<file path="src/rtl/uart_arb_pkg.sv">
// Shared types and sizing for the UART transmit arbiter slice.
package uart_arb_pkg;

   typedef enum logic [1:0] {
      IDLE  = 2'd0,
      START = 2'd1,
      BUSY  = 2'd2
   } arb_state_t;

   localparam int NUM_REQ_MIN = 2;
   localparam int NUM_REQ_MAX = 8;
   localparam int PTR_W       = $clog2(NUM_REQ_MAX);
   localparam int PTR_SLOTS   = 1 << PTR_W;

endpackage

</file>
<file path="src/rtl/uart_rr_picker.sv">
// Rotate-priority encoder: first asserted Req searching Ptr+1, Ptr+2, ... modulo NUM_REQ.
module uart_rr_picker
   import uart_arb_pkg::*;
#(
   parameter int NUM_REQ = 4
)(
   input  logic [NUM_REQ-1:0] Req,
   input  logic [PTR_W-1:0]   Ptr,
   output logic [PTR_W-1:0]   Win,
   output logic               Valid
);

   logic [NUM_REQ-1:0] above_ptr;
   logic [NUM_REQ-1:0] req_above;
   logic [NUM_REQ-1:0] sel;
   logic [NUM_REQ-1:0] lowest;
   logic [NUM_REQ-1:0] idx_bit [PTR_W];

   for (genvar i = 0; i < NUM_REQ; i++) begin : g_req
      assign above_ptr[i] = (Ptr < PTR_W'(i));
      for (genvar b = 0; b < PTR_W; b++) begin : g_bit
         assign idx_bit[b][i] = (((i >> b) & 1) == 1);
      end
   end

   // Requests above Ptr win first; otherwise the search wraps to the lowest index.
   assign req_above = Req & above_ptr;
   assign sel       = (|req_above) ? req_above : Req;
   // Two's-complement trick isolates the lowest set bit.
   assign lowest    = sel & (~sel + NUM_REQ'(1));

   for (genvar b = 0; b < PTR_W; b++) begin : g_win
      assign Win[b] = |(lowest & idx_bit[b]);
   end

   assign Valid = |Req;

endmodule

</file>
<file path="src/rtl/uart_tx_arbiter.sv">
// Round-robin sharing of one UART transmitter among NUM_REQ clients.
// Optional start timeout enabled by defining UART_ARB_TIMEOUT_EN.
module uart_tx_arbiter
   import uart_arb_pkg::*;
#(
   parameter int NUM_REQ       = 4,
   parameter int DATA_BITS     = 8,
   parameter int START_TIMEOUT = 64
)(
   input  logic                         Clk,
   input  logic                         Rst,
   input  logic [NUM_REQ-1:0]           Req,
   input  logic [NUM_REQ*DATA_BITS-1:0] Req_Data,
   output logic [NUM_REQ-1:0]           Ack,
   output logic [NUM_REQ-1:0]           Grant,
   output logic [DATA_BITS-1:0]         Tx_Data,
   output logic                         Transmit_Start,
   input  logic                         Tx_Busy,
   input  logic                         BIST_Busy,
   output logic                         Arb_Busy,
   output logic                         Timeout_Err
);

   if (NUM_REQ < NUM_REQ_MIN || NUM_REQ > NUM_REQ_MAX) begin : g_bad_num_req
      $error("uart_tx_arbiter: NUM_REQ must be within 2..8");
   end
   if (START_TIMEOUT < 1) begin : g_bad_timeout
      $error("uart_tx_arbiter: START_TIMEOUT must be at least 1");
   end

   arb_state_t           state;
   logic [PTR_W-1:0]     ptr;
   logic [PTR_W-1:0]     win_q;
   logic [PTR_W-1:0]     pick_win;
   logic                 pick_valid;
   logic [DATA_BITS-1:0] lane_data [PTR_SLOTS];

   // Padding unused slots keeps the payload mux indexable by the full pointer width.
   for (genvar i = 0; i < PTR_SLOTS; i++) begin : g_lane
      if (i < NUM_REQ) begin : g_used
         assign lane_data[i] = Req_Data[i*DATA_BITS +: DATA_BITS];
      end else begin : g_pad
         assign lane_data[i] = '0;
      end
   end

   uart_rr_picker #(
      .NUM_REQ (NUM_REQ)
   ) u_picker (
      .Req   (Req),
      .Ptr   (ptr),
      .Win   (pick_win),
      .Valid (pick_valid)
   );

`ifdef UART_ARB_TIMEOUT_EN
   localparam int CNT_W = $clog2(START_TIMEOUT + 1);
   logic [CNT_W-1:0] start_cnt;
`else
   assign Timeout_Err = 1'b0;
`endif

   // NOTE: sequential state uses non-blocking assignments so every register
   // samples pre-edge values regardless of statement order.
   always_ff @(posedge Clk or posedge Rst) begin
      if (Rst) begin
         state          <= IDLE;
         ptr            <= PTR_W'(NUM_REQ - 1);
         win_q          <= '0;
         Grant          <= '0;
         Ack            <= '0;
         Tx_Data        <= '0;
         Transmit_Start <= 1'b0;
         Arb_Busy       <= 1'b0;
`ifdef UART_ARB_TIMEOUT_EN
         start_cnt      <= '0;
         Timeout_Err    <= 1'b0;
`endif
      end else begin
         // NOTE: pulse outputs default low here so every path leaves them defined.
         Ack <= '0;
`ifdef UART_ARB_TIMEOUT_EN
         Timeout_Err <= 1'b0;
`endif
         case (state)
            IDLE: begin
               if (pick_valid && !Tx_Busy && !BIST_Busy) begin
                  state          <= START;
                  Grant          <= NUM_REQ'(1) << pick_win;
                  win_q          <= pick_win;
                  Tx_Data        <= lane_data[pick_win];
                  Transmit_Start <= 1'b1;
                  Arb_Busy       <= 1'b1;
`ifdef UART_ARB_TIMEOUT_EN
                  start_cnt      <= '0;
`endif
               end
            end
            START: begin
               if (Tx_Busy) begin
                  state          <= BUSY;
                  Ack            <= Grant;
                  Transmit_Start <= 1'b0;
                  ptr            <= win_q;
               end
`ifdef UART_ARB_TIMEOUT_EN
               // Abandon the start; the requester stays pending behind the others.
               else if (start_cnt == CNT_W'(START_TIMEOUT - 1)) begin
                  state          <= IDLE;
                  Grant          <= '0;
                  Transmit_Start <= 1'b0;
                  Timeout_Err    <= 1'b1;
                  Arb_Busy       <= 1'b0;
                  ptr            <= win_q;
               end else begin
                  start_cnt <= start_cnt + CNT_W'(1);
               end
`endif
            end
            BUSY: begin
               if (!Tx_Busy) begin
                  state    <= IDLE;
                  Grant    <= '0;
                  Arb_Busy <= 1'b0;
               end
            end
            default: state <= IDLE;
         endcase
      end
   end

endmodule

</file>
<file path="config.mk">
export PLATFORM = sky130hd
export DESIGN_NAME = uart_tx_arbiter
export DESIGN_NICKNAME = d
export VERILOG_FILES = /design/src/rtl/uart_arb_pkg.sv /design/src/rtl/uart_rr_picker.sv /design/src/rtl/uart_tx_arbiter.sv
export SDC_FILE = /design/constraint.sdc
export NUM_CORES = 1
export LEC_CHECK = 0
export BUFFER_PORTS_ARGS = -buffer_cell sky130_fd_sc_hd__buf_2
export CAP_MARGIN = 20
export CORE_ASPECT_RATIO = 1.1
export CORE_MARGIN = 2
export CORE_UTILIZATION = 48
export CTS_CLUSTER_SIZE = 40
export DETAILED_ROUTE_END_ITERATION = 8
export PLACE_DENSITY = 0.87
export SLEW_MARGIN = 10
export SYNTH_ARGS = -nofsm -noshare
export SYNTH_HDL_FRONTEND = slang
export SYNTH_SLANG_ARGS = --single-unit
</file>
<file path="constraint.sdc">
create_clock -name Clk -period 2.3 [get_ports Clk]
set_input_delay 0.46 -clock Clk [delete_from_list [all_inputs] [get_ports Clk]]
set_output_delay 0.46 -clock Clk [all_outputs]
set_load 0.01 [all_outputs]
</file>
; Word-level counts from Yosys, hierarchy flattened
; Index checks and enable logic that the tools add are counted.
[op_classes]
reduce_logical = 17
n_bitwise = 4
magnitude_cmp = 5
shifts = 1
n_eq_ne = 5
n_addsub = 1
n_mux = 17
[op_table]
columns = op, count
row1 = 8-bit binary-select mux with 3-bit select, 1
row2 = 4-bit two-way mux, 4
row3 = 8-bit two-way mux, 2
row4 = 3-bit AND reduction, 3
row5 = 4-bit AND, 2
row6 = 4-bit case mux with 2 select lines, 1
row7 = 4-bit OR reduction, 2
row8 = 2-bit two-way mux, 3
row9 = 2-bit != test (second input constant), 3
row10 = 2-bit case mux with 3 select lines, 1
row11 = 2-bit AND reduction, 3
row12 = 4-bit by 1-bit adder with 4-bit output (second input constant), 1
row13 = 4-bit greater-or-equal comparator (second input constant), 1
row14 = 2-bit by 1-bit less-than comparator with 1-bit output (second input constant), 2
row15 = 2-bit less-than comparator (second input constant), 2
row16 = 2-bit NOT with 4-bit output, 1
row17 = 4-bit NOT, 1
row18 = 1-bit case mux with 2 select lines, 2
row19 = 2-bit nonzero test, 2
row20 = 2-bit OR reduction, 2
row21 = 1-bit by 2-bit << shifter with 4-bit output (first input constant), 1
row22 = 1-bit two-way mux, 3
row23 = 2-bit by 1-bit equality test with 1-bit output (second input constant), 1
row24 = 2-bit equality test (second input constant), 1
row25 = 3 further kinds, 5
[word_totals]
out_inout_bits = 19
ff_bits = 24
word_cells = 58
inputBits = 40

; Longest topological paths before layout
; Gate-level depths: netlist of run 1.
[depth]
ltp_word = 12
mapped_depth = 7
ltp_nobuf = 5

; Modules after synthesis
; From an unflattened synthesis of run 1, not the netlist that was laid out.
[hier_totals]
cells_unflattened = 104
area_unflattened_um2 = 1310.0
[by_module_without_submodules]
columns = mod, cells_each, instances, seq_area_each_um2, area_each_um2
row1 = uart_tx_arbiter, 85, 1, 653.1, 1188.6
row2 = uart_rr_picker, 19, 1, 0.0, 121.4

; Least setup slack after synthesis of run 1
; No wires, ideal clock.
[synth_path]
path_type = register to register
start = register state[1]
end = register Tx_Data[0]
n_path_buf = 2
setup_slack_ps = 239
t_arrival_ps = 1940
synth_period_minus_slack_ps = 2061
stages_incl_launch_ff = 8
path_cell_list = dfrtp_1 > buf_6 > or4_4 > or2_4 > buf_6 > a21o_4 > a211o_1 > o211a_1
[synth_between]
elab_chain_len = 2
[synth_rtl]
columns = item, line_no
row1 = "start, declared", uart_tx_arbiter.sv:31  ; arb_state_t state;
row2 = "start signal, assigned", uart_tx_arbiter.sv:67  ; state <= IDLE;
row3 = "start signal, assigned", uart_tx_arbiter.sv:88  ; state <= START;
row4 = "start signal, assigned", uart_tx_arbiter.sv:101  ; state <= BUSY;
row5 = 2-bit logical NOT, uart_tx_arbiter.sv:85  ; case (state)
row6 = 2-bit AND reduction (no source line), n/a
row7 = "end signal, assigned", uart_tx_arbiter.sv:91  ; Tx_Data <= lane_data[pick_win];
row8 = "end, declared", uart_tx_arbiter.sv:16  ; output logic [DATA_BITS-1:0] Tx_Data,
; No other way between the ends.
; A chain may end at the register's enable or synchronous reset.

; Worst setup path in the final report of run 1
[layout_path]
start = register state[0]
end = register Tx_Data[3]
; The elaborated chain is that of the path after synthesis.

==> results of run 1 <==
[stage by stage]
| stage | area, um2 | total power, W | util |
|---|---|---|---|
| 2_1_floorplan | 1470 | 0.00123 | - |
| 3_3_place_gp | 1810 | 0.00149 | 0.604 |
| 3_5_place_dp | 1810 | 0.00151 | 0.604 |
| 4_1_cts | 1860 | 0.00182 | 0.622 |
| 5_1_grt | 1860 | 0.00196 | 0.622 |
| 6_report | 1860 | 0.00182 | 0.622 |
[state kept, by name, summed over array words and instances (netlist names)]
signal,count
Ack,4
Arb_Busy,1
Grant,4
Transmit_Start,1
Tx_Data,8
ptr,2
state,2
win_q,2
[area by class of cell]
class	instances	area, um2
Timing Repair Buffer	65	345
Clock buffer	3	22.5
Sequential cell	24	603
Fill cell	272	1130
Tap cell	34	42.5
Clock inverter	1	30.0
Multi-Input combinational cell	115	796
Inverter	6	22.5
[how the worst min path moves through the flow]
stage	startpoint	slack, ns	endpoint
after global routing	Rst	0.16	Ack[0]
after CTS	Rst	0.16	Ack[0]
after detailed placement	win_q[1]	0.47	win_q[1]
after floorplan	win_q[1]	0.44	win_q[1]
final	Rst	0.14	Grant[2]
after global placement	win_q[1]	0.46	win_q[1]
[power groups by stage]
stage	sequential [W]	clock, W	combinational [W]
final	0.000714	0.000313	0.000792
after global routing	0.000741	0.000334	0.000882
after CTS	0.000714	0.000315	0.000794
after detailed placement	0.000722	0	0.000785
after global placement	0.000718	0	0.000770
after floorplan	0.000743	0	0.000484
[cell families (layout without fill, tap and decap cells)]
family / after synthesis / count (layout)
simple gates: 56 / 56
compound gates: 48 / 48
flops: 24 / 24
buf+inv: 13 / 75
mux: 9 / 9
other cells: 1 / 1
xor+xnor: 1 / 1
[cell usage in the layout (no fill, tap or decap), drive strengths merged, types with 2 or more instances in the layout]
cell type / n
nor2: 9
nand3: 4
o211a: 6
nor3: 2
nand2: 15
dfstp: 2
o311a: 2
a21o: 2
a211o: 6
or3: 7
a211oi: 3
nor4: 2
buf: 65
dfrtp: 22
o21ai: 6
o211ai: 2
or2b: 2
clkbuf: 3
o221a: 4
nor2b: 3
mux2: 8
o21bai: 2
a21oi: 5
inv: 6
or2: 5
and2: 4
a22oi: 3
[cell usage after synthesis (all sizes together) (3+ instances only)]
master  count  share of area
o221a       4          0.031
nor2        9          0.023
nor2b       3          0.013
a211o       6          0.036
or3         7          0.030
mux2        8          0.061
or2         5          0.023
nand2      15          0.038
dfrtp      22           0.37
o21ai       6          0.020
nand3       4          0.017
and2        4          0.017
buf         5          0.027
o211a       6          0.041
a211oi      3          0.015
a21oi       5          0.017
a22oi       3          0.015
inv         6          0.015
[worst max-delay path, cell delays in order, from the launching register on]
cell     delay, ns
dfrtp_1       0.49
or4_4         0.54
or2_4         0.34
a21o_4        0.24
a211o_1       0.26
o211a_1       0.12
[per-layer routing]
metal | global-route usage | up-vias | wire length [um]
met5 | 0 | - | 0
met4 | 0.0897 | 0 | 57
met3 | 0.0538 | 6 | 284
met2 | 0.405 | 59 | 1830
met1 | 0.244 | 641 | 1510
li1 | - | 691 | -
==> metrics.txt, run 1 <==
status=finished, final reports clean; WHS=0.139 ns; root buffer cell=clkbuf_4; hpwl dp=2750 um; row count=21; post-synthesis adder-cell area fraction=0; overall die area=3520 um2; DR pass1 iterations=4; CTS clock-pin slew for the worst setup and hold paths=0.15 ns; layout cells sized above 1=0.430; mux contribution to synthesized area=0.0681; WL/cell=14.9 um; initial antenna violation count=0; Worst slew margin=0.672; largest net degree at the start of global routing=25; first-pass GRT wire length=5870 um; initial DRC count=69; post-layout min period=2.12 ns; Final Max Tran Viols=0; critical path capture point=Tx_Data[3]; power share of the combinational group=0.435; Setup WS pre-CTS=0.128 ns; setup violators final=0; Critical Path Source Type=flop; Post-CTS Setup Inserts=0; worst setup path startpoint=state[0]; final hold vios=0; ANT cells=0; Leak Pwr=0.916 nW; Sequential Power Share=0.393; pwr dens=978 nW/um2; clk sinks=24; Post-synth top flop=dfrtp_1; Mean Syn Cell Area=9.66 um2; final worst path period share=0.924; FF-to-FF path depth=5; total number of vias=1,397; total congestion overflow=0; Synth Register Bits=24; WP data arrival=2.34 ns; post-cts sizing count=0; Cell Count Post-Placement=244; WS Path Type=flop to flop; Num CTS Buffers=3; vias in the first global route=1,326; Max FO, Critical Path=22; Syn Nets=192; XOR/XNOR Fraction of Synth Area=0.00596; async set-or-reset flop fraction in the synthesized netlist=1.00; clock power share=0.172; Die Wd=56.7 um; Final GP Congestion=0.831; Synth-to-Final Area Change=26.7%; cts hold-fix bufs=0; peak supply drop=0.636 mV; RR Endpoint=Tx_Data[3]; total number of H-tree levels=1; die height=62.0 um; DRC=0; fin nets=255; clk buf depth=2; worst setup margin=0.175 ns; Critical Path End Type=flop; FMAX=0.471 GHz; Internal=0.00116 W; Worst Path Required=2.52 ns; switch share=0.362; clk_lat worst skew=0.33 ns; via density per instance=5.63; R2R Setup Slk=0.18 ns; largest family of logic cells by synthesized area=compound AO/OA/AOI/OAI gates; Mapped Cells=152; Ys Warns=0; Synth cell types=45; Final ANT Viol Nets=0; switching pwr=0.000659 W; Total Wirelength=3690 um; Critical R2R Launch=state[0]; worst hold path class=primary input to async pin; Fin Clk Skew=0.0175 ns; Synth Area in Simple Gates=0.204; max-cap viol count=0; non-filler instance count after layout=248; Port Buffers=57; Global Route Usage Sum=0.218; slew of the pin with the lowest slew margin=0.479 ns; Synth Area in Compound Gates=0.261; sequential-to-total area share from yosys stat=0.411; CTS tree=done; Post-synth EDFFs=0; core area=3000 um2; num ports=59; RSZ-0062 raised after global routing=no; Initial Util=0.490; Netlist Area Pre-Place=1470 um2; Setup TNS=0 ns
Note: power is estimated with default switching activity, not from simulation.
==> run 2, diff against run 1 <==
--- a/config.mk
+++ b/config.mk
@@ -13,6 +13,7 @@
 export CTS_CLUSTER_SIZE = 40
 export DETAILED_ROUTE_END_ITERATION = 8
 export PLACE_DENSITY = 0.87
+export REMOVE_ABC_BUFFERS = 1
 export SLEW_MARGIN = 10
 export SYNTH_ARGS = -nofsm -noshare
 export SYNTH_HDL_FRONTEND = slang
==> run 2 against run 1 <==
Against the previous run:
- sequential power about the same
- non-clock buffer count decreased by 3
- count of clock-buffer cells in the layout unchanged
- critical path depth unchanged
- critical path type unchanged
- highest routed layer unchanged
- final area decreased by 1.2%
- sequential cell count unchanged
==> metrics.txt, run 2 (synthesized netlist as in run 1, its figures left out) <==
hpwl dp=2780 um (was 2750 um); peak supply drop=0.618 mV (was 0.636 mV); Synth-to-Final Area Change=25.2% (was 26.7%); status=finished, final reports clean (unchanged); initial DRC count=58 (was 69); final worst path period share=0.916 (was 0.924); max-cap viol count=0 (unchanged); RSZ-0062 raised after global routing=no (unchanged); DRC=0 (unchanged); CTS tree=done (unchanged); row count=21 (unchanged); Final Max Tran Viols=0 (unchanged); total congestion overflow=0 (unchanged); root buffer cell=clkbuf_4 (unchanged); worst hold path class=primary input to async pin (unchanged); WHS=0.149 ns (was 0.139 ns); clk sinks=24 (unchanged); max reg flops=8 (unchanged); Final ANT Viol Nets=0 (unchanged); clk buf depth=2 (unchanged); Total Wirelength=3570 um (was 3690 um); num ports=59 (unchanged); WP data arrival=2.34 ns (about the same); cts hold-fix bufs=0 (unchanged); most common cell after layout, fill and taps aside=buf_2 (unchanged); Port Buffers=57 (unchanged); Leak Pwr=0.901 nW (was 0.916 nW); layout cells sized above 1=0.422 (was 0.430); Global Route Usage Sum=0.212 (was 0.218); DR pass1 iterations=4 (unchanged); total number of H-tree levels=1 (unchanged); WS Path Type=flop to flop (unchanged); Critical Path Source Type=flop (unchanged); Critical Path End Type=flop (unchanged); Post-CTS Setup Inserts=0 (unchanged); fin area=1840 um2 (was 1860 um2); die height=62.0 um (unchanged); WL/cell=14.6 um (was 14.9 um); post-layout util=0.614 (was 0.622); via density per instance=5.71 (was 5.63); Final GP Congestion=0.890 (was 0.831); fin nets=252 (was 255); Num CTS Buffers=3 (unchanged); Fin Clk Skew=0.00336 ns (was 0.0175 ns); overall die area=3520 um2 (unchanged); CTS clock-pin slew for the worst setup and hold paths=0.14 ns (was 0.15 ns); core area=3000 um2 (unchanged); Initial Util=0.490 (unchanged); Largest regs=Tx_Data: 8 flops, Ack: 4 flops, Grant: 4 flops (unchanged); ANT cells=0 (unchanged); Worst Path Required=2.53 ns (was 2.52 ns); first-pass GRT wire length=5720 um (was 5870 um); initial antenna violation count=0 (unchanged); vias in the first global route=1,320 (was 1,326); largest net degree at the start of global routing=25 (unchanged); Area after DPL=1790 um2 (was 1810 um2); post-cts sizing count=0 (unchanged); total number of vias=1,399 (was 1,397); post-layout min period=2.11 ns (was 2.12 ns); worst setup margin=0.194 ns (was 0.175 ns); FMAX=0.475 GHz (was 0.471 GHz); Max FO, Critical Path=22 (unchanged); largest reg by FF count=Tx_Data (unchanged); setup violators final=0 (unchanged); pwr dens=980 nW/um2 (was 978 nW/um2); clk_lat worst skew=0.32 ns (was 0.33 ns); Setup TNS=0 ns (unchanged); Setup WS pre-CTS=0.122 ns (was 0.128 ns); Die Wd=56.7 um (unchanged); final hold vios=0 (unchanged); most frequent cells in the layout=buf_2 (57), dfrtp_1 (22), nand2_1 (15) (unchanged)
[run 2: worst max-delay path, stage by stage, from the launching register on]
cell     delay, ns
dfrtp_1       0.49
or4_4         0.55
or2_4         0.33
a21o_4        0.24
a211o_1       0.28
o211a_1       0.12
[run 2: path summary, 6_finish.rpt]
path                       slack, ns          to          from  cells past startpoint
min in group Clk                0.37  Tx_Data[7]  Req_Data[15]                      3
max                             0.19  Tx_Data[0]      state[0]                      5
max reg2reg                     0.19  Tx_Data[0]      state[0]                      5
min reg2reg                     0.49    win_q[1]      win_q[1]                      2
min                             0.15  Tx_Data[7]           Rst                      3
max in group asynchronous       1.87      ptr[1]           Rst                      3
[run 2: layout make-up]
| cell class | instances | area [um2] |
|---|---|---|
| timing repair buffer | 62 | 323 |
| multi-input combinational | 115 | 796 |
| sequential | 24 | 603 |
| tap | 34 | 42.5 |
| inverter | 6 | 22.5 |
| fill | 276 | 1160 |
| clock inverter | 1 | 30.0 |
| clock buffer | 3 | 22.5 |
[run 2: per-stage QoR]
stage	std cells	total power (W)
after global routing	245	0.00193
after floorplan	145	0.00120
after detailed placement	241	0.00150
final	245	0.00180
after global placement	241	0.00148
after CTS	245	0.00181
[run 2: per-layer routing]
layer  wire, um  up-vias  track usage
met5          0        -            0
met4         26        0       0.0797
met1       1520      653        0.234
li1           -      684            -
met2       1730       58        0.407
met3        290        4       0.0476
[run 2: where the power goes]
part | internal (W) | total, W | switching, W
Sequential | 0.000595 | 0.000717 | 0.000122
Clock | 0.000176 | 0.000312 | 0.000136
Combinational | 0.000384 | 0.000774 | 0.000389
Total | 0.00116 | 0.00180 | 0.000647
==> run 3, diff against run 2 <==
--- a/config.mk
+++ b/config.mk
@@ -9,12 +9,14 @@
 export CAP_MARGIN = 20
 export CORE_ASPECT_RATIO = 1.1
 export CORE_MARGIN = 2
-export CORE_UTILIZATION = 48
+export CORE_UTILIZATION = 46
 export CTS_CLUSTER_SIZE = 40
 export DETAILED_ROUTE_END_ITERATION = 8
-export PLACE_DENSITY = 0.87
+export PLACE_DENSITY = 0.86
 export REMOVE_ABC_BUFFERS = 1
 export SLEW_MARGIN = 10
 export SYNTH_ARGS = -nofsm -noshare
 export SYNTH_HDL_FRONTEND = slang
+export SYNTH_HIERARCHICAL = 1
 export SYNTH_SLANG_ARGS = --single-unit
+export TNS_END_PERCENT = 10
==> run 3 against run 2 <==
Against the previous run:
- largest power group unchanged
- non-clock buffer count fell by 1
- largest cell class is now sequential cells
- core utilization rose by 1.7 points
- clock skew rose by 0.0062 ns
- clock power fell by 2%
- critical path depth rose by 1
- area after synthesis fell by 11%
==> metrics.txt, run 3 <==
status=finished, final reports clean (unchanged); DRC=0 (unchanged); max reg flops=8 (unchanged); largest net degree at the start of global routing=27 (was 25); RSZ-0062 raised after global routing=no (unchanged); largest cells by area after synthesis=dfrtp_1 (46%), mux4_2 (14%), a22o_1 (5.3%) (was dfrtp_1 (37%), mux2_2 (6.1%), o211a_1 (4.1%)); Leak Pwr=0.860 nW (was 0.901 nW); Initial Util=0.480 (was 0.490); WS Path Type=flop to flop (unchanged); layout cells sized above 1=0.519 (was 0.422); initial DRC count=16 (was 58); share of the synthesized area in the top cell type=0.458 (was 0.375); Critical R2R Launch=ptr[2] (was state[0]); max-cap viol count=0 (unchanged); CTS tree=done (unchanged); Setup TNS=0 ns (unchanged); WP data arrival=2.36 ns (was 2.34 ns); RR Endpoint=Tx_Data[1] (was Tx_Data[0]); ANT cells=0 (unchanged); Critical Path End Type=flop (unchanged); most common cell after layout, fill and taps aside=buf_2 (unchanged); Total Wirelength=2970 um (was 3570 um); Largest regs=Tx_Data: 8 flops, Ack: 4 flops, Grant: 4 flops (unchanged); clk buf depth=2 (unchanged); most frequent cells in the layout=buf_2 (57), dfrtp_1 (24), mux4_2 (8), a22o_1 (8), o21ai_0 (6) (was buf_2 (57), dfrtp_1 (22), nand2_1 (15)); setup violators final=0 (unchanged); peak supply drop=0.696 mV (was 0.618 mV); worst hold path class=primary input to async pin (unchanged); vias in the first global route=1,160 (was 1,320); CP cell instances=nor3_1 > nand2_1 > a211oi_4 > buf_12 > mux4_2 > a22o_1 (was or4_4 > or2_4 > a21o_4 > a211o_1 > o211a_1); async set-or-reset flop fraction in the synthesized netlist=1.00 (unchanged); clk sinks=26 (was 24); fin area=1720 um2 (was 1840 um2); post-synthesis adder-cell area fraction=0 (unchanged); final hold vios=0 (unchanged); largest reg by FF count=Tx_Data (unchanged); CTS clock-pin slew for the worst setup and hold paths=0.14 ns (about the same); max incr delay on CP=0.50 ns (was 0.55 ns); Port Buffers=57 (unchanged); largest family of logic cells by synthesized area=multiplexers (was compound AO/OA/AOI/OAI gates); Area after DPL=1610 um2 (was 1790 um2); hpwl dp=2260 um (was 2780 um); num ports=59 (unchanged); root buffer cell=clkbuf_4 (unchanged); die height=60.0 um (was 62.0 um); total power=0.00181 W (was 0.00180 W); Synth Area in Simple Gates=0.121 (was 0.204); Mean Syn Cell Area=12.6 um2 (was 9.66 um2); Netlist Area Pre-Place=1310 um2 (was 1470 um2); total number of H-tree levels=1 (unchanged); Die Wd=54.9 um (was 56.7 um); row count=20 (was 21); clk_lat worst skew=0.32 ns (about the same); Final Max Tran Viols=0 (unchanged); fillcell total=227 (was 276); mux contribution to synthesized area=0.172 (was 0.0681); total congestion overflow=0 (unchanged); overall die area=3290 um2 (was 3520 um2); cts hold-fix bufs=0 (unchanged); Synth cell types=34 (was 45); Max FO, Critical Path=9 (was 22); DR pass1 iterations=4 (unchanged); Synth Area in Compound Gates=0.156 (was 0.261); XOR/XNOR Fraction of Synth Area=0 (was 0.00596); pwr dens=1050 nW/um2 (was 980 nW/um2); Final GP Congestion=0.729 (was 0.890); core area=2730 um2 (was 3000 um2); initial antenna violation count=0 (unchanged); post-layout util=0.631 (was 0.614); slew of the pin with the lowest slew margin=0.768 ns; final worst path period share=0.936 (was 0.916); Fin Clk Skew=0.00951 ns (was 0.00336 ns); Worst slew margin=0.485; FMAX=0.465 GHz (was 0.475 GHz); Global Route Usage Sum=0.211 (was 0.212); Critical Path Source Type=flop (unchanged); Synth-to-Final Area Change=31.4% (was 25.2%); sequential-to-total area share from yosys stat=0.499 (was 0.411); first-pass GRT wire length=4910 um (was 5720 um); most common cell in the netlist=dfrtp_1 (unchanged); FF-to-FF path depth=6 (was 5); slowest CP cell=mux4_2 (was or4_4); Mapped Cells=104 (was 152); post-layout min period=2.15 ns (was 2.11 ns); Post-synth EDFFs=0 (unchanged); fin nets=203 (was 252); total number of vias=1,090 (was 1,399); Post-synth top cells=dfrtp_1 (24), a22o_1 (8), mux4_2 (8), o21ai_0 (6) (was dfrtp_1 (22), nand2_1 (15), nor2_1 (9), mux2_2 (8), or3_1 (7)); Worst Path Required=2.51 ns (was 2.53 ns); WHS=0.0846 ns (was 0.149 ns); R2R Setup Slk=0.15 ns (was 0.19 ns); Ys Warns=6 (was 0); WL/cell=15.2 um (was 14.6 um); via density per instance=5.59 (was 5.71); post-synth top area cell=dfrtp_1 (unchanged); Final ANT Viol Nets=0 (unchanged); Num CTS Buffers=3 (unchanged); Post-synth top flop=dfrtp_1 (unchanged); Synth Register Bits=26 (was 24)
-- run 3: worst max-delay path, delay by kind of cell (launching register included) --
kind	cells	cell delay, ns
buffers and inverters	1	0.18
muxes	1	0.50
DFF	1	0.44
and+or+nand+nor	2	0.44
AOI/OAI and AO/OA	2	0.49
-- run 3: how the worst max path moves through the flow --
stage                       to   start  slack [ns]  cells after the start
floorplan           Tx_Data[0]  ptr[2]       -0.60                      5
global placement    Tx_Data[7]  Req[3]       -0.34                      6
detailed placement  Tx_Data[1]  Req[3]       -0.50                      6
CTS                 Tx_Data[1]  ptr[2]        0.18                      6
global route        Tx_Data[1]  ptr[2]        0.06                      6
finish              Tx_Data[1]  ptr[2]        0.15                      6
-- run 3: logic make-up (layout without fill, tap and decap cells) --
logic type	count (synthesis)	after routing
other	2	2
buffers and inverters	12	70
flip-flops	26	26
multiplexers	12	12
AO/OA/AOI/OAI	26	26
AND/OR/NAND/NOR	26	26
-- run 3: power breakdown --
part	internal [W]	total [W]	switching, W
sequential	0.000611	0.000711	0.0000995
clock	0.000176	0.000307	0.000131
combinational	0.000421	0.000790	0.000370
total	0.00121	0.00181	0.000600
-- run 3: repair_timing --
item	in CTS	in global routing
resized for setup	1	0
endpoints found under the setup margin	11	0
buffers inserted	2	0
-- run 3: stage by stage --
step	worst slack [ns]	cells
global placement	-0.335	188
detailed placement	-0.496	188
global route	0.0551	195
CTS	0.182	194
floorplan	-0.605	97
finish	0.147	195
-- run 3: area by class of cell --
cell class              count  area (um2)  share of cell area
clock buffers               3        22.5              0.0131
multi-input cells          66         608               0.353
repair buffers             61         348               0.202
flip-flops and latches     26         653               0.379
clock inverters             1        30.0              0.0174
inverters                   5        18.8              0.0109
well taps                  33        41.3              0.0240
-- run 3: per-layer routing --
layer | share of wire | global-route usage | vias to the layer above
li1 | - | - | 501
met1 | 0.37 | 0.228 | 532
met2 | 0.53 | 0.388 | 55
met3 | 0.091 | 0.0500 | 2
met4 | 0.0088 | 0.0750 | 0
met5 | 0 | 0 | -
